File: src/rtl/aluop_driver.sv
// aluop_driver: steps a 4-bit ALU opcode from a debounced pushbutton or an
// internal auto-step timer. After a settle delay it captures the ALU result
// onto the LEDs and compares it with a golden table. The golden values assume
// the ALU operands are tied to A=8'h22 and B=8'h11. A mismatch sets a sticky
// error flag.
//
// state     | meaning
// ----------+--------------------------------------------------------------
// S_IDLE    | waiting for a step; steps in any other state are dropped
// S_ISSUE   | one cycle: advance op (wraps after LAST_OP), clear settle count
// S_SETTLE  | let the ALU output settle for SETTLE_CYCLES cycles
// S_CAPTURE | one cycle: register result onto leds, pulse result_vld, check
module aluop_driver #(
    parameter logic [15:0] DEBOUNCE_CYCLES = 16'd50000,
    parameter int          SETTLE_CYCLES   = 4,
    parameter logic [23:0] AUTO_PERIOD     = 24'd5000000,
    parameter logic [3:0]  LAST_OP         = 4'd8
) (
    input  logic       clk,
    input  logic       rst_n,
    input  logic       btn,
    input  logic       auto_en,
    input  logic [7:0] alu_result,
    output logic [3:0] op,
    output logic [7:0] leds,
    output logic       result_vld,
    output logic       busy,
    output logic       err
);

    // The settle counter only has to reach SETTLE_CYCLES-1.
    localparam int              SW          = (SETTLE_CYCLES > 1) ? $clog2(SETTLE_CYCLES) : 1;
    localparam logic [SW-1:0]   SETTLE_LAST = SW'(SETTLE_CYCLES - 1);
    localparam logic [15:0]     DB_LAST     = DEBOUNCE_CYCLES - 16'd1;
    localparam logic [23:0]     AUTO_LAST   = AUTO_PERIOD - 24'd1;

    typedef enum logic [1:0] {
        S_IDLE    = 2'd0,
        S_ISSUE   = 2'd1,
        S_SETTLE  = 2'd2,
        S_CAPTURE = 2'd3
    } state_t;

    state_t        r_state;
    state_t        w_state_nxt;

    logic          r_btn_meta;
    logic          r_btn_sync;
    logic [15:0]   r_db_cnt;
    logic          r_btn_db;
    logic          r_btn_db_d;
    logic [23:0]   r_auto_cnt;
    logic [SW-1:0] r_settle_cnt;
    logic [3:0]    r_op;
    logic [7:0]    r_leds;
    logic          r_err;

    logic          w_btn_rise;
    logic          w_auto_tc;
    logic          w_step;
    logic          w_settle_done;
    logic          w_capture;
    logic          w_busy;
    logic [7:0]    w_gold;

    // Expected ALU output for each opcode with A=8'h22, B=8'h11.
    function automatic logic [7:0] gold_value(input logic [3:0] o);
        logic [7:0] g;
        case (o)
            4'd0:    g = 8'h33;   // A + B
            4'd1:    g = 8'h11;   // A - B
            4'd2:    g = 8'h00;   // A & B
            4'd3:    g = 8'h33;   // A | B
            4'd4:    g = 8'h33;   // A ^ B
            4'd5:    g = 8'hDD;   // ~A
            4'd6:    g = 8'h22;   // A
            4'd7:    g = 8'h23;   // A + 1
            4'd8:    g = 8'h21;   // A - 1
            default: g = 8'h00;
        endcase
        return g;
    endfunction

    // Two-flop synchronizer for the asynchronous pushbutton.
    always_ff @(posedge clk) begin
        if (!rst_n) begin
            r_btn_meta <= 1'b0;
            r_btn_sync <= 1'b0;
        end else begin
            r_btn_meta <= btn;
            r_btn_sync <= r_btn_meta;
        end
    end

    // Debounce: follow the synced level only after it has differed for
    // DEBOUNCE_CYCLES consecutive cycles; any bounce back restarts the count.
    always_ff @(posedge clk) begin
        if (!rst_n) begin
            r_db_cnt   <= 16'd0;
            r_btn_db   <= 1'b0;
            r_btn_db_d <= 1'b0;
        end else begin
            r_btn_db_d <= r_btn_db;
            if (r_btn_sync != r_btn_db) begin
                if (r_db_cnt == DB_LAST) begin
                    r_btn_db <= r_btn_sync;
                    r_db_cnt <= 16'd0;
                end else begin
                    r_db_cnt <= r_db_cnt + 16'd1;
                end
            end else begin
                r_db_cnt <= 16'd0;
            end
        end
    end

    assign w_btn_rise = r_btn_db & ~r_btn_db_d;

    // Auto-step timer: free-runs with period AUTO_PERIOD while enabled, held at 0 otherwise.
    always_ff @(posedge clk) begin
        if (!rst_n || !auto_en) begin
            r_auto_cnt <= 24'd0;
        end else if (w_auto_tc) begin
            r_auto_cnt <= 24'd0;
        end else begin
            r_auto_cnt <= r_auto_cnt + 24'd1;
        end
    end

    assign w_auto_tc     = auto_en & (r_auto_cnt == AUTO_LAST);
    assign w_step        = auto_en ? w_auto_tc : w_btn_rise;
    assign w_settle_done = (r_settle_cnt == SETTLE_LAST);
    assign w_gold        = gold_value(r_op);

    // FSM state register.
    always_ff @(posedge clk) begin
        if (!rst_n) begin
            r_state <= S_IDLE;
        end else begin
            r_state <= w_state_nxt;
        end
    end

    // FSM next-state logic; a step outside IDLE is simply ignored.
    always_comb begin
        w_state_nxt = r_state;
        case (r_state)
            S_IDLE:    if (w_step) w_state_nxt = S_ISSUE;
            S_ISSUE:   w_state_nxt = S_SETTLE;
            S_SETTLE:  if (w_settle_done) w_state_nxt = S_CAPTURE;
            S_CAPTURE: w_state_nxt = S_IDLE;
            default:   w_state_nxt = S_IDLE;
        endcase
    end

    // FSM outputs. result_vld is masked by reset so a capture cycle that
    // coincides with reset never reports a result.
    always_comb begin
        w_busy    = (r_state != S_IDLE);
        w_capture = (r_state == S_CAPTURE) & rst_n;
    end

    // Opcode advance and settle counting.
    always_ff @(posedge clk) begin
        if (!rst_n) begin
            r_op         <= 4'd0;
            r_settle_cnt <= '0;
        end else begin
            case (r_state)
                S_ISSUE: begin
                    r_op         <= (r_op == LAST_OP) ? 4'd0 : r_op + 4'd1;
                    r_settle_cnt <= '0;
                end
                S_SETTLE: begin
                    if (!w_settle_done) begin
                        r_settle_cnt <= r_settle_cnt + 1'b1;
                    end
                end
                default: begin
                    r_settle_cnt <= r_settle_cnt;
                end
            endcase
        end
    end

    // Result capture and sticky golden-value check.
    always_ff @(posedge clk) begin
        if (!rst_n) begin
            r_leds <= 8'h00;
            r_err  <= 1'b0;
        end else if (r_state == S_CAPTURE) begin
            r_leds <= alu_result;
            if (alu_result != w_gold) begin
                r_err <= 1'b1;
            end
        end
    end

    assign op         = r_op;
    assign leds       = r_leds;
    assign result_vld = w_capture;
    assign busy       = w_busy;
    assign err        = r_err;

endmodule

File: config.mk
export PLATFORM = sky130hd
export DESIGN_NAME = aluop_driver
export DESIGN_NICKNAME = d
export VERILOG_FILES = /design/src/rtl/aluop_driver.sv
export SDC_FILE = /design/constraint.sdc
export NUM_CORES = 1
export LEC_CHECK = 0
export BUFFER_PORTS_ARGS = -buffer_cell sky130_fd_sc_hd__buf_2
export CORE_MARGIN = 2
export CORE_UTILIZATION = 45
export CTS_CLUSTER_DIAMETER = 60
export DETAILED_ROUTE_END_ITERATION = 6
export SETUP_SLACK_MARGIN = 0.05
export SLEW_MARGIN = 25
export SYNTH_ARGS = -nofsm -noshare
export SYNTH_HDL_FRONTEND = slang
export SYNTH_SLANG_ARGS = --single-unit
File: constraint.sdc
create_clock -name clk -period 2.43 [get_ports clk]
set_input_delay 0.3645 -clock clk [delete_from_list [all_inputs] [get_ports clk]]
set_output_delay 0.3645 -clock clk [all_outputs]
set_load 0.02 [all_outputs]
# --- Word-level counts from Yosys, hierarchy flattened ---
# Memory sizes are Yosys's and may differ from the RTL's. A register that Yosys moved wholly into a read port is not among the register bits.
# Index checks and enable logic that the tools add are counted.
totals:
  regBits: 61
  romBits: 128
  inputBits: 12
  out_inout_bits: 15
  word_cells: 55
  n_memories: 1
classes:
  addsub: 4
  eq_ne: 12
  muxes: 9
  bitwise: 6
  n_reduce_logical: 12
mem_list:
  columns: ["memory", "words", "word_bits", "rd", "rd_clocked_by_memory_dff", "write_ports", "line_no", "text"]
  rows:
  - ["(name not given)", 16, 8, 1, 1, 0, "69", "case (o)"]
op_table:
  columns: ["operator", "n"]
  rows:
  - ["$add 24x1->24 const B", 1]
  - ["$eq 24x23->1 const B", 1]
  - ["$add 16x1->16 const B", 1]
  - ["$eq 16x16->1 const B", 1]
  - ["$mux 4", 3]
  - ["$ne 8x8->1", 1]
  - ["$pmux 2 s4", 1]
  - ["$reduce_and 2->1", 4]
  - ["$eq 2x2->1 const B", 3]
  - ["$mux 2", 3]
  - ["$ne 2x2->1 const B", 3]
  - ["$add 4x1->4 const B", 1]
  - ["$eq 4x4->1 const B", 1]
  - ["$pmux 2 s2", 1]
  - ["$reduce_bool 2->1", 2]
  - ["$and 1x1->1", 3]
  - ["$not 1->1", 3]
  - ["$reduce_or 3->1", 1]
  - ["$add 2x1->2 const B", 1]
  - ["$eq 2x1->1 const B", 1]
  - ["$logic_not 1->1", 2]
  - ["$logic_not 2->1", 1]
  - ["$reduce_or 2->1", 1]
  - ["$logic_or 1x1->1", 1]
  - ["other kinds (2)", 2]

# --- Logic depth before layout (Yosys ltp) ---
logic_depth:
  ltp_word: 5
  depth_mapped: 10
  ltp_nobuf: 10

# --- Worst setup path after synthesis ---
# OpenSTA, ideal clock, no wires.
synth_path:
  path_kind: "register to register"
  from: "register r_op[0] (netlist: op[0])"
  to: "register, netlist name w_gold[5]"
  setup_time_ns: 0.145
  arrival_ns: 1.860
  required_ns: 2.285
  path_slack_ns: 0.426
  path_stages_with_launch: 10
  n_path_buf: 0
  period_less_slack_ns: 2.004
  cell_sequence: "dfxtp_1 inv_1 ha_1 nand2_1 o211a_1 o21ai_0 ha_1 nor2_1 a41oi_1 o311ai_0"
synth_between:
  elab_chain_cells: 4
  elab_cells_between_ends: 5
  cone_classes: "add/sub: 1; eq/ne: 1; mux: 3"
synth_lines:
  columns: ["item", "line_no", "text"]
  rows:
  - ["start: declaration", "54", "logic [3:0] r_op;"]
  - ["start signal: assignment", "171", "r_op <= (r_op == LAST_OP) ? 4'd0 : r_op + 4'd1;"]
  - ["$add 4x1->4 / $eq 4x4->1 (equally long branches)", "171", null]
  - ["$mux 4", "171", null]
  - ["$mux 4 (no line) * (2 in a row)", null, null]
# Every way passes the cells marked *; elsewhere a longest branch is shown, timed or not.
# A chain may end at the register's enable or synchronous reset.

# --- Worst setup path in the final report ---
layout_path:
  from: "register r_state[1]"
  to: "register, netlist name w_gold[5]"
layout_between:
  elab_chain_cells: 3
layout_lines:
  columns: ["item", "line_no", "text"]
  rows:
  - ["start: declaration", "44", "state_t r_state;"]
  - ["start signal: assignment", "140", "r_state <= w_state_nxt;"]
  - ["$eq 2x1->1", "169", "case (r_state)"]
  - ["$mux 4 (no line) (2 in a row)", null, null]
# No other way between the ends.

==> results.py <==
metrics = {
    "pwr": {
        "power.leakage_nw": 1.30,
        "power_density_mw_per_mm2": 646,
        "vdd_ir_drop_max_v": 0.000471,
    },
    "detailed_routing": {
        "routed_wl_um": 5940,
        "avgViaCountPerCell": 5.36,
        "dr_total_vias": 2423,
        "routedWlPerCell_um": 13.1,
        "drt_iter0_drc": 84,
        "dr.pass1.iters": 4,
        "drc": 0,
        "final_antenna_net_count": 0,
    },
    "global_route": {
        "grt_max_degree": 25,
        "track_usage_pct": 17.1,
        "grt_pass1_wl_um": 10100,
        "antenna_found_initial": 0,
        "grt_overflow": 0,
        "first_global_vias": 2188,
    },
    "synthesis": {
        "synth_warnings": 0,
        "synth_area_leaders": "dfxtp_1 43%, xor2_1 6.3%, nor2_1 5.7%",
        "synth_top_area_cell": "dfxtp_1",
        "synthCells": 340,
        "yosysTopAreaCellShare_pct": 43.2,
        "ys_seq_elements": 66,
        "synth.distinct_cells": 43,
        "synth_commonest_cells": "66 x dfxtp_1, 46 x nor2_1, 22 x xor2_1",
        "synth_edf_count": 0,
        "syn_avg_cell_area_sq_um": 8.99,
        "syn_nets": 364,
        "synth_ff_type": "dfxtp_1",
        "ys_async_sr_fraction_pct": 0,
        "seq_area_frac_synth_pct": 43.2,
        "synth.most_common_cell": "dfxtp_1",
        "syn_area_sq_mm": 0.00306,
    },
    "run_status": {
        "status": "completed",
    },
    "sta": {
        "hold_violations": 0,
        "worst_slew_pin_slew_ns": 0.571,
        "slew_viol_final": 0,
        "max_freq_mhz": 473,
        "final.period_utilization_pct": 86.9,
        "fin_crit_ns": 2.11,
        "fin_skew_ns": 0.00792,
        "fin_setup_tns_ns": 0,
        "max_slew_margin_pct": 61.8,
        "setup_viol": 0,
        "rsz0062_at_grt": "no",
    },
    "cts": {
        "cts_resized": 0,
        "cts_max_path_buffers": 2,
        "cts_tree": "built",
        "clk_latency_ns": 0.34,
        "cts_max_level": 3,
        "hold_buffers": 0,
        "clk_pin_slew_ns": 0.08,
        "cts_setup_buffers": 0,
        "clockRootBuffer": "clkbuf_8",
        "clock_sinks": 66,
        "cts_made_buffers": 9,
    },
    "worst_setup_path": {
        "cp-end-kind": "flip-flop",
        "cp_data_arrival_time_ns": 2.29,
        "critPathLaunchType": "flip-flop",
        "worstPathMaxFanout": 11,
        "required_ns": 2.61,
        "timing_worst_setup_path_type": "flip-flop to flip-flop",
    },
    "finish": {
        "syn2layout_area_growth_pct": 12.9,
        "drive_gt1_share_pct": 14.2,
        "diodes": 0,
        "final_area_sq_mm": 0.00345,
        "nNetsFinal": 391,
        "fillers": 621,
    },
    "job": {
        "maxCapViolations": 0,
    },
    "place": {
        "dp_hpwl_um": 4110,
        "place.gp.congestion": 0.788,
        "numPortBuffers": 26,
        "place_area_sq_mm": 0.00325,
    },
    "floorplanning": {
        "core_area_sq_mm": 0.00668,
        "die-area_sq_mm": 0.00746,
        "rows": 30,
        "die_h_um": 86.4,
        "ios": 27,
        "die_x_um": 86.4,
        "floorplan.initialDensity_pct": 45.7,
    },
    "min_path": {
        "hold_path.class": "input port to flip-flop",
    },
}
sequential cells by signal (all words and copies together) (netlist names):
name	cells
op	4
r_state	2
r_auto_cnt	24
r_db_cnt	16
r_btn_meta	1
r_btn_sync	1
r_btn_db	1
r_settle_cnt	2
leds	8
w_gold	5
err	1
r_btn_db_d	1
worst max-delay path: stages, from the launching register on:
cell and delay [ns]:
dfxtp_1 0.35, inv_1 0.08, ha_1 0.36, o211a_1 0.20
o21ai_0 0.08, buf_4 0.17, ha_1 0.29, nor2_1 0.04
a41oi_1 0.20, o311ai_0 0.19
stage by stage:
step	setup WS, ns	hold WS [ns]	utilization, %	cells	total power [mW]
floorplan	0.426	0.412	-	340	1.26
global placement	0.430	0.431	48.6	436	1.32
detailed placement	0.311	0.432	48.6	436	1.32
CTS	0.302	0.209	51.6	452	2.26
global route	0.109	0.200	51.6	452	2.34
finish	0.318	0.223	51.6	452	2.23
cells by family (layout without fill, tap and decap cells):
logic type,Yosys count,after routing,synth area share (%)
XOR/XNOR,30,30,8.60
buffers and inverters,29,61,3.93
adder cells (fa/ha/maj),12,12,4.91
flip-flops,66,66,43.2
AO/OA/AOI/OAI,46,46,9.54
AND/OR/NAND/NOR,144,144,25.5
multiplexers,13,13,4.30
worst paths after layout:
path	startpoint	endpoint	slack [ns]	depth (start not counted)
setup reg to reg	r_state[1]	w_gold[5]	0.32	9
setup / recovery	r_state[1]	w_gold[5]	0.32	9
hold / removal	btn	r_btn_meta	0.22	2
hold reg to reg	err	err	0.45	2
power by group:
| group | switching, mW | total (mW) | internal [mW] |
|---|---|---|---|
| Clock | 0.454 | 0.934 | 0.480 |
| Sequential | 0.0175 | 1.12 | 1.10 |
| Combinational | 0.105 | 0.177 | 0.0716 |
placed cells by master (no fill, tap or decap), types with 3 or more instances in the layout:
cell type	count
and3_1	5
and2_1	5
or3_1	6
xor2_1	22
inv_1	16
ha_1	12
mux2i_1	12
nor4_1	4
nor2_1	46
nand3_1	16
nand2_1	19
nand4_1	16
and4_1	8
xnor2_1	8
dfxtp_1	66
a21oi_1	15
buf_2	26
o31ai_1	8
clkbuf_8	9
o21ai_0	11
or4_1	6
buf_4	3
final cells by class:
cell class	count	area, sq um	area share [%]
Clock buffer	9	124	3.59
Clock inverter	7	76.3	2.21
Inverter	16	60.1	1.74
Multi-Input combinational cell	245	1610	46.8
Sequential cell	66	1320	38.3
Tap cell	80	100	2.90
Timing Repair Buffer	29	153	4.43
layer usage:
| layer | routed length [um] | global-route usage [%] |
|---|---|---|
| met1 | 3070 | 23.9 |
| met2 | 2660 | 25.4 |
| met3 | 157 | 5.14 |
| met4 | 56 | 5.26 |
| met5 | 0 | 0 |
(Power assumes the default switching activity.)
